**src/rtl/pf_pkg.sv**
```systemverilog
// Shared encodings for the pooling address generator: op codes, control codes and FSM states.
package pf_pkg;

    localparam logic [1:0] AVG = 2'b00;
    localparam logic [1:0] MIN = 2'b01;
    localparam logic [1:0] MAX = 2'b10;

    localparam logic CYCLE       = 1'b0;
    localparam logic START_CYCLE = 1'b1;

    typedef enum logic [1:0] {
        IDLE  = 2'd0,
        RUN   = 2'd1,
        FLUSH = 2'd2,
        DONE  = 2'd3
    } pf_state_t;

endpackage

```
**src/rtl/pf_delay_line.sv**
```systemverilog
// Fixed-depth shift register that lines up issue-time control with the compute unit's registered input.
module pf_delay_line #(
    parameter int WIDTH = 2,
    parameter int DEPTH = 2
) (
    input  logic             i_clk,
    input  logic             i_res,
    input  logic [WIDTH-1:0] i_din,
    output logic [WIDTH-1:0] o_dout
);

    logic [WIDTH-1:0] r_stage [DEPTH];

    always_ff @(posedge i_clk or posedge i_res) begin
        if (i_res) begin
            for (int i = 0; i < DEPTH; i++) r_stage[i] <= '0;
        end else begin
            r_stage[0] <= i_din;
            for (int i = 1; i < DEPTH; i++) r_stage[i] <= r_stage[i-1];
        end
    end

    assign o_dout = r_stage[DEPTH-1];

endmodule

```
**src/rtl/pf_pool_addr_fsm.sv**
```systemverilog
// Window-order read address generator for the pooling unit.
// state | meaning: IDLE wait start | RUN one address/cycle | FLUSH dummy START + drain | DONE done pulse
module pf_pool_addr_fsm
    import pf_pkg::*;
#(
    parameter int IMG_W  = 28,
    parameter int IMG_H  = 28,
    parameter int POOL   = 2,
    parameter int ADDR_W = 10,
    parameter int RD_LAT = 1
) (
    input  logic              clk,
    input  logic              res,
    input  logic              start,
    input  logic [1:0]        op_type_in,
    output logic [ADDR_W-1:0] mem_addr,
    output logic              mem_rd_en,
    output logic              cntrl,
    output logic              din_valid,
    output logic [1:0]        op_type,
    output logic              busy,
    output logic              done
);

    localparam int OUT_W = IMG_W / POOL;
    localparam int OUT_H = IMG_H / POOL;
    localparam int KX_W  = $clog2(POOL + 1);
    localparam int OX_W  = $clog2(OUT_W + 1);
    localparam int OY_W  = $clog2(OUT_H + 1);
    localparam int FL_W  = $clog2(RD_LAT + 2);

    localparam logic [KX_W-1:0]   K_LAST    = KX_W'(POOL - 1);
    localparam logic [OX_W-1:0]   OX_LAST   = OX_W'(OUT_W - 1);
    localparam logic [OY_W-1:0]   OY_LAST   = OY_W'(OUT_H - 1);
    localparam logic [FL_W-1:0]   FL_INIT   = FL_W'(RD_LAT + 1);
    localparam logic [ADDR_W-1:0] STEP_ROW  = ADDR_W'(IMG_W);
    localparam logic [ADDR_W-1:0] STEP_WIN  = ADDR_W'(POOL);
    localparam logic [ADDR_W-1:0] STEP_WROW = ADDR_W'(IMG_W * (POOL - 1) + POOL);

    if ((IMG_W % POOL) != 0) begin : g_chk_w
        $error("IMG_W must be a multiple of POOL");
    end
    if ((IMG_H % POOL) != 0) begin : g_chk_h
        $error("IMG_H must be a multiple of POOL");
    end
    if ((1 << ADDR_W) < IMG_W * IMG_H) begin : g_chk_a
        $error("ADDR_W too small for the frame");
    end

    pf_state_t         r_state;
    logic [KX_W-1:0]   r_kx;
    logic [KX_W-1:0]   r_ky;
    logic [OX_W-1:0]   r_ox;
    logic [OY_W-1:0]   r_oy;
    logic [ADDR_W-1:0] r_row_off;
    logic [ADDR_W-1:0] r_win_base;
    logic [FL_W-1:0]   r_flush_cnt;
    logic [ADDR_W-1:0] r_mem_addr;
    logic              r_mem_rd_en;
    logic [1:0]        r_op_type;
    logic              r_busy;
    logic              r_done;

    logic [KX_W-1:0]   w_nxt_kx;
    logic [KX_W-1:0]   w_nxt_ky;
    logic [OX_W-1:0]   w_nxt_ox;
    logic [OY_W-1:0]   w_nxt_oy;
    logic [ADDR_W-1:0] w_nxt_row_off;
    logic [ADDR_W-1:0] w_nxt_base;
    logic [ADDR_W-1:0] w_nxt_addr;
    logic              w_frame_end;
    logic              w_raw_cntrl;
    logic              w_raw_valid;
    logic [1:0]        w_dly_out;

    // Nested counter advance: kx inside ky inside ox inside oy, base moved by additions only.
    always_comb begin
        w_nxt_kx      = r_kx + 1'b1;
        w_nxt_ky      = r_ky;
        w_nxt_ox      = r_ox;
        w_nxt_oy      = r_oy;
        w_nxt_row_off = r_row_off;
        w_nxt_base    = r_win_base;
        w_frame_end   = 1'b0;
        if (r_kx == K_LAST) begin
            w_nxt_kx = '0;
            if (r_ky != K_LAST) begin
                w_nxt_ky      = r_ky + 1'b1;
                w_nxt_row_off = r_row_off + STEP_ROW;
            end else begin
                w_nxt_ky      = '0;
                w_nxt_row_off = '0;
                if (r_ox != OX_LAST) begin
                    w_nxt_ox   = r_ox + 1'b1;
                    w_nxt_base = r_win_base + STEP_WIN;
                end else begin
                    w_nxt_ox   = '0;
                    w_nxt_base = r_win_base + STEP_WROW;
                    if (r_oy != OY_LAST) begin
                        w_nxt_oy = r_oy + 1'b1;
                    end else begin
                        w_nxt_oy    = '0;
                        w_nxt_base  = '0;
                        w_frame_end = 1'b1;
                    end
                end
            end
        end
        w_nxt_addr = w_nxt_base + w_nxt_row_off + ADDR_W'(w_nxt_kx);
    end

    always_ff @(posedge clk or posedge res) begin
        if (res) begin
            r_state     <= IDLE;
            r_kx        <= '0;
            r_ky        <= '0;
            r_ox        <= '0;
            r_oy        <= '0;
            r_row_off   <= '0;
            r_win_base  <= '0;
            r_flush_cnt <= '0;
            r_mem_addr  <= '0;
            r_mem_rd_en <= 1'b0;
            r_op_type   <= 2'b00;
            r_busy      <= 1'b0;
            r_done      <= 1'b0;
        end else begin
            case (r_state)
                IDLE: begin
                    r_done <= 1'b0;
                    if (start) begin
                        r_op_type   <= op_type_in;
                        r_state     <= RUN;
                        r_busy      <= 1'b1;
                        r_mem_rd_en <= 1'b1;
                        r_mem_addr  <= '0;
                    end
                end
                RUN: begin
                    r_kx       <= w_nxt_kx;
                    r_ky       <= w_nxt_ky;
                    r_ox       <= w_nxt_ox;
                    r_oy       <= w_nxt_oy;
                    r_row_off  <= w_nxt_row_off;
                    r_win_base <= w_nxt_base;
                    r_mem_addr <= w_nxt_addr;
                    if (w_frame_end) begin
                        r_state     <= FLUSH;
                        r_mem_rd_en <= 1'b0;
                        r_flush_cnt <= FL_INIT;
                    end
                end
                FLUSH: begin
                    if (r_flush_cnt == '0) begin
                        r_state <= DONE;
                        r_busy  <= 1'b0;
                        r_done  <= 1'b1;
                    end else begin
                        r_flush_cnt <= r_flush_cnt - 1'b1;
                    end
                end
                DONE: begin
                    r_done  <= 1'b0;
                    r_state <= IDLE;
                end
                default: r_state <= IDLE;
            endcase
        end
    end

    // The first FLUSH cycle is a dummy START that pushes the last window out of the compute unit.
    assign w_raw_cntrl = (((r_state == RUN) && (r_kx == '0) && (r_ky == '0)) ||
                          ((r_state == FLUSH) && (r_flush_cnt == FL_INIT))) ? START_CYCLE : CYCLE;
    assign w_raw_valid = (r_state == RUN);

    pf_delay_line #(
        .WIDTH (2),
        .DEPTH (RD_LAT + 1)
    ) u_dly (
        .i_clk  (clk),
        .i_res  (res),
        .i_din  ({w_raw_cntrl, w_raw_valid}),
        .o_dout (w_dly_out)
    );

    assign mem_addr  = r_mem_addr;
    assign mem_rd_en = r_mem_rd_en;
    assign cntrl     = w_dly_out[1];
    assign din_valid = w_dly_out[0];
    assign op_type   = r_op_type;
    assign busy      = r_busy;
    assign done      = r_done;

endmodule
```
**config.mk**
```make
export PLATFORM = sky130hd
export DESIGN_NAME = pf_pool_addr_fsm
export DESIGN_NICKNAME = d
export VERILOG_FILES = /design/src/rtl/pf_pkg.sv /design/src/rtl/pf_delay_line.sv /design/src/rtl/pf_pool_addr_fsm.sv
export SDC_FILE = /design/constraint.sdc
export NUM_CORES = 1
export LEC_CHECK = 0
export CORE_MARGIN = 4
export CORE_UTILIZATION = 50
export DETAILED_ROUTE_END_ITERATION = 12
export PLACE_DENSITY = 0.78
export SYNTH_ARGS = -nofsm -noshare
export SYNTH_HDL_FRONTEND = slang
export SYNTH_SLANG_ARGS = --single-unit
```
**constraint.sdc**
```tcl
create_clock -name clk -period 4 [get_ports clk]
set_input_delay 0.8 -clock clk [delete_from_list [all_inputs] [get_ports clk]]
set_output_delay 0.8 -clock clk [all_outputs]
set_load 0.02 [all_outputs]
```
### Word level (Yosys, flattened, before mapping)

Cells that the tools add are included.

| word-level totals | value |
|---|---|
| register bits | 55 |
| bits of input ports | 5 |
| output and inout bits | 17 |
| logic and storage cells | 92 |

| operators by class | value |
|---|---|
| add/subtract/negate cells | 10 |
| equal/unequal tests | 12 |
| mux-type cells | 30 |
| bitwise gates (word level) | 2 |
| reduce and logical (&&, ||, !) cells | 23 |

Operators by type and width:

| kind | count |
|---|---|
| 10-bit two-way mux | 7 |
| 10-bit by 5-bit adder with 10-bit output (second input constant) | 2 |
| 10-bit case mux with 2 select lines | 1 |
| 3-bit AND reduction | 5 |
| 2-bit two-way mux | 6 |
| 10-bit adder | 1 |
| 10-bit by 2-bit adder with 10-bit output | 1 |
| 10-bit by 2-bit adder with 10-bit output (second input constant) | 1 |
| 1-bit two-way mux | 9 |
| 4-bit by 1-bit adder with 4-bit output (second input constant) | 2 |
| 2-bit logical NOT | 4 |
| 4-bit two-way mux | 2 |
| 2-bit != test (second input constant) | 4 |
| 4-bit != test (second input constant) | 2 |
| 2-bit case mux with 4 select lines | 1 |
| 2-bit AND reduction | 4 |
| 2-bit nonzero test | 4 |
| 2-bit equality test (second input constant) | 3 |
| 1-bit case mux with 2 select lines | 3 |
| 2-bit by 1-bit adder with 2-bit output (second input constant) | 2 |
| 2-bit by 1-bit equality test with 1-bit output (second input constant) | 2 |
| 2-bit case mux with 2 select lines | 1 |
| 4-bit AND reduction | 1 |
| 1-bit logical AND | 3 |
| other kinds (5) | 6 |

### Logic depth before layout (Yosys ltp)

| logic depth | value |
|---|---|
| depth after elaboration | 8 |
| gate-level depth with buffers | 19 |
| depth with buffers taken out | 16 |

### Cells and area by module

From an unflattened synthesis, not the netlist that was laid out.

| second synthesis, totals | value |
|---|---|
| cells, all modules | 363 |
| area total of the unflattened synthesis | 3424.5 µm² |

By module, submodules not included:

| module | instances | cells each | area each (µm²) | sequential area each (µm²) |
|---|---|---|---|---|
| pf_pool_addr_fsm | 1 | 356 | 3305.7 | 1276.2 |
| pf_delay_line | 1 | 7 | 118.9 | 100.1 |

### Least setup slack after synthesis

Ideal clock, no wire load.

| timing | value |
|---|---|
| path type | reg2reg |
| from | register r_ox[1] |
| to | register r_mem_addr[9] (netlist: mem_addr[9]) |
| library setup time | 126 ps |
| arrival time | 3372 ps |
| required time | 3874 ps |
| path slack | 503 ps |
| cell stages (with the launch flop) | 18 |
| path buffers | 1 |
| period minus slack after synthesis | 3497 ps |
| cell sequence | dfrtp_1 -> nand4b_4 -> o31ai_4 -> clkbuf_1 -> nor2_1 -> a21oi_1 -> fa_1 -> inv_1 -> ha_1 -> inv_1 -> fa_1 -> inv_1 -> a21oi_1 -> o2111ai_1 -> a21o_1 -> a21oi_1 -> xnor2_1 -> o21ai_1 |

| between the ends | value |
|---|---|
| cells in the longest elaborated chain, start to end | 7 |

Ends and longest elaborated chain:

| item | RTL line | RTL |
|---|---|---|
| start, declared | pf_pool_addr_fsm.sv:53 | `logic [OX_W-1:0] r_ox;` |
| start signal, assigned | pf_pool_addr_fsm.sv:142 | `r_ox <= w_nxt_ox;` |
| 4-bit != test | pf_pool_addr_fsm.sv:93 | `if (r_ox != OX_LAST) begin` |
| 10-bit two-way mux | pf_pool_addr_fsm.sv:93 |  |
| 10-bit two-way mux | pf_pool_addr_fsm.sv:87 | `if (r_ky != K_LAST) begin` |
| 10-bit two-way mux | pf_pool_addr_fsm.sv:85 | `if (r_kx == K_LAST) begin` |
| 10-bit adder | pf_pool_addr_fsm.sv:109 | `w_nxt_addr = w_nxt_base + w_nxt_row_off + ADDR_W'(w_nxt_kx);` |
| 10-bit by 2-bit adder with 10-bit output | pf_pool_addr_fsm.sv:109 |  |
| 10-bit case mux with 2 select lines | pf_pool_addr_fsm.sv:128 | `case (r_state)` |
| end signal, assigned | pf_pool_addr_fsm.sv:146 | `r_mem_addr <= w_nxt_addr;` |
| end, declared | pf_pool_addr_fsm.sv:58 | `logic [ADDR_W-1:0] r_mem_addr;` |

Every way passes these cells.
A chain may end at the register's enable or synchronous reset.

### Final worst setup path

Same ends and word-level chain as after synthesis.

==> results.toml <==
[min_path]
hold_class = "reg -> reg"
holdPathStages = 0
min_to = "u_dly.o_dout[0]"
hold_start = "u_dly.r_stage[2]"

[critical_path]
critical_path_arrival_ns = 3.88
path_max_fanout = 14
rrSetupSlack_ns = 0.32
critPathMaxStageDelay_ns = 0.54
crit_type = "reg -> reg"
crit_chain = "nand4b_4 -> o31ai_4 -> nor2_1 -> a21oi_1 -> fa_1 -> inv_1 -> ha_1 -> inv_1 -> fa_1 -> inv_1 -> a21oi_1 -> o2111ai_1 -> a21o_1 -> a21oi_1 -> xnor2_1 -> o21ai_1"
cp-end-kind = "register"
regToRegStartpoint = "r_ox[1]"
cp_num_buf_inv = 3
rr_worst_depth = 16
required_ns = 4.20
critPathSlowestCell = "o31ai_4"
timing.rr.end = "mem_addr[9]"
cp-start-kind = "register"
crit_family = "compound AO/OA/AOI/OAI gates"

[die]
chipHeight_um = 90.4
row_count = 29
io-pin-count = 22
core-area_um2 = 6460
initial_utilization = 0.526
die_w_um = 90.4
die_area_um2 = 8180

[finish]
layout_common_cells = "nand2_1 (65), dfrtp_1 (55), o21ai_0 (43)"
nFillCells = 566
syn_to_final_growth_pct = 12.4
layout-drive-gt1-share = 0.0732
fin_nets = 426
multi_input_area_um2 = 1880
n_antenna_cell = 0
layout_commonest_cell = "nand2_1"
seqCellArea_um2 = 1380

[synthesis]
syn_avg_cell_area_um2 = 9.04
synth_compound_area_frac = 0.191
synth_edf_count = 0
synth_top_family_by_area = "compound AO/OA/AOI/OAI gates"
ys_warn_count = 0
syn-cell-area_um2 = 3400
syn_nets = 407
yosys.area_share.simple = 0.187
synthXorXnorAreaFrac = 0.0361
synth_mux_area_frac = 0.0361
ys_seq_area_frac = 0.405
synth.distinct_cells = 47
synthCells = 376
ys.flop_type = "dfrtp_1"
synthArstFlopShare = 1.00
synthAdderAreaFrac = 0.102
synth_seq_cells = 55

[timing]
setup_tns_ns = 0
maxSlewViolCount = 0
rsz0062_at_grt = "no"
hold_violations = 0
worstMarginPinSlew_ns = 0.730
setup_violations = 0
min_period_ns = 3.68
holdWs_ns = 0.359
max_freq_mhz = 272
finalCritPeriodShare = 0.920
relSlewSlack = 0.513
fin_worst_skew_ns = 0.0120

[cts]
postCtsHoldBufs = 0
clock_sinks = 55
clkTransAtPathRegs_ns = 0.10
clock_latency_ns = 0.31
numCtsBuffers = 5
cts_tree = "built"
cts_buffer_depth = 2
htree_num_levels = 2
cts_root_buf = "clkbuf_8"
post_cts_buffers = 0
cts_resized = 0

[place]
place_congestion = 0.858
numPortBuffers = 21
hpwl_mm = 5.33

[detailed_routing]
drt-initial-drc-count = 189
ant_nets = 0
routed_wl_mm = 7.12
via_per_inst = 5.71
drcViolationCount = 0
drt_pre_antenna_iters = 4
dr_total_vias = 2702
post_drt_wl_per_cell_um = 15.1

[global_route]
grt_usage = 0.182
grt_max_degree = 36
grt_pass1_vias = 2586
gr-total-overflow = 0
grt_antenna_before_repair = 0
grt_pass1_wl_mm = 12.2

[power]
power-per-cell-area_nw_per_um2 = 662
irDropWorstVdd_v = 0.000270
power_leakage_uw = 0.00177

[run_status]
status = "finished, final reports clean"

[run]
max-cap-violations = 0
==> synth_stat cells, types with 6 or more instances <==
master    count  area (um2)
xnor2_1       8        70.1
dfrtp_1      55        1380
nand2b_1     10        62.6
a21oi_1      14        70.1
nor2_1       19        71.3
ha_1         23         288
xor2_1        6        52.6
nand3_1      11        55.1
o31ai_1       9        67.6
nand2_1      65         244
o21ai_0      43         215
and2_1        6        37.5
mux2_2       10         113
inv_1        21        78.8
clkbuf_1      9        33.8
==> final cells by class <==
class | instances | share of cell area
timing repair buffer | 27 | 0.0668
sequential | 55 | 0.360
clock inverter | 2 | 0.0157
tap | 77 | 0.0252
inverter | 21 | 0.0206
clock buffer | 6 | 0.0190
multi-input combinational | 285 | 0.492
==> per-stage QoR <==
step                      cells  utilization  worst slack [ns]  cell area [um2]  power, uW
after floorplan             376            -             0.503             3400       1730
after global placement      465        0.571             0.436             3690       2050
after detailed placement    465        0.571             0.314             3690       2100
after CTS                   473        0.591             0.320             3820       2540
after global routing        473        0.591            0.0330             3820       2740
final                       473        0.591             0.319             3820       2530
==> worst reg2reg max path, stage by stage, from the launching register on <==
cell	delay, ns
dfrtp_1	0.45
nand4b_4	0.25
o31ai_4	0.54
nor2_1	0.07
a21oi_1	0.19
fa_1	0.43
inv_1	0.06
ha_1	0.17
inv_1	0.07
fa_1	0.45
inv_1	0.07
a21oi_1	0.08
o2111ai_1	0.28
a21o_1	0.16
a21oi_1	0.07
xnor2_1	0.17
o21ai_1	0.07
==> sequential cells by signal (all words and copies together), names as in the netlist, 4 cells and up <==
name        cells
mem_addr       10
r_row_off      10
r_win_base     10
r_ox            4
r_oy            4
==> cell families after synthesis <==
| logic type | count (synthesis) |
|---|---|
| simple gates | 134 |
| xor+xnor | 14 |
| flops | 55 |
| fa+ha+maj | 26 |
| compound gates | 100 |
| buf+inv | 36 |
| mux | 11 |
==> routing by layer <==
metal | vias up | global-route usage | share of wire
met3 | 10 | 0.0275 | 0.043
li1 | 1354 | - | -
met4 | 0 | 0.0536 | 0.017
met1 | 1280 | 0.241 | 0.46
met5 | - | 0 | 0
met2 | 58 | 0.307 | 0.48
==> where the power goes <==
part	total (uW)	internal, uW	switching [uW]
Combinational	1240	516	728
Sequential	857	704	153
Clock	428	250	178
Total	2530	1470	1060
==> how the worst max path moves through the flow <==
stage	depth (start not counted)	from	to	slack, ns
after CTS	16	r_ox[1]	mem_addr[9]	0.32
final	16	r_ox[1]	mem_addr[9]	0.32
after detailed placement	16	r_ox[1]	mem_addr[9]	0.31
after floorplan	17	r_ox[1]	mem_addr[9]	0.50
after global placement	16	r_ox[1]	mem_addr[9]	0.44
after global routing	16	r_ox[1]	mem_addr[9]	0.03
No activity file was read; power rests on OpenSTA's default activity.
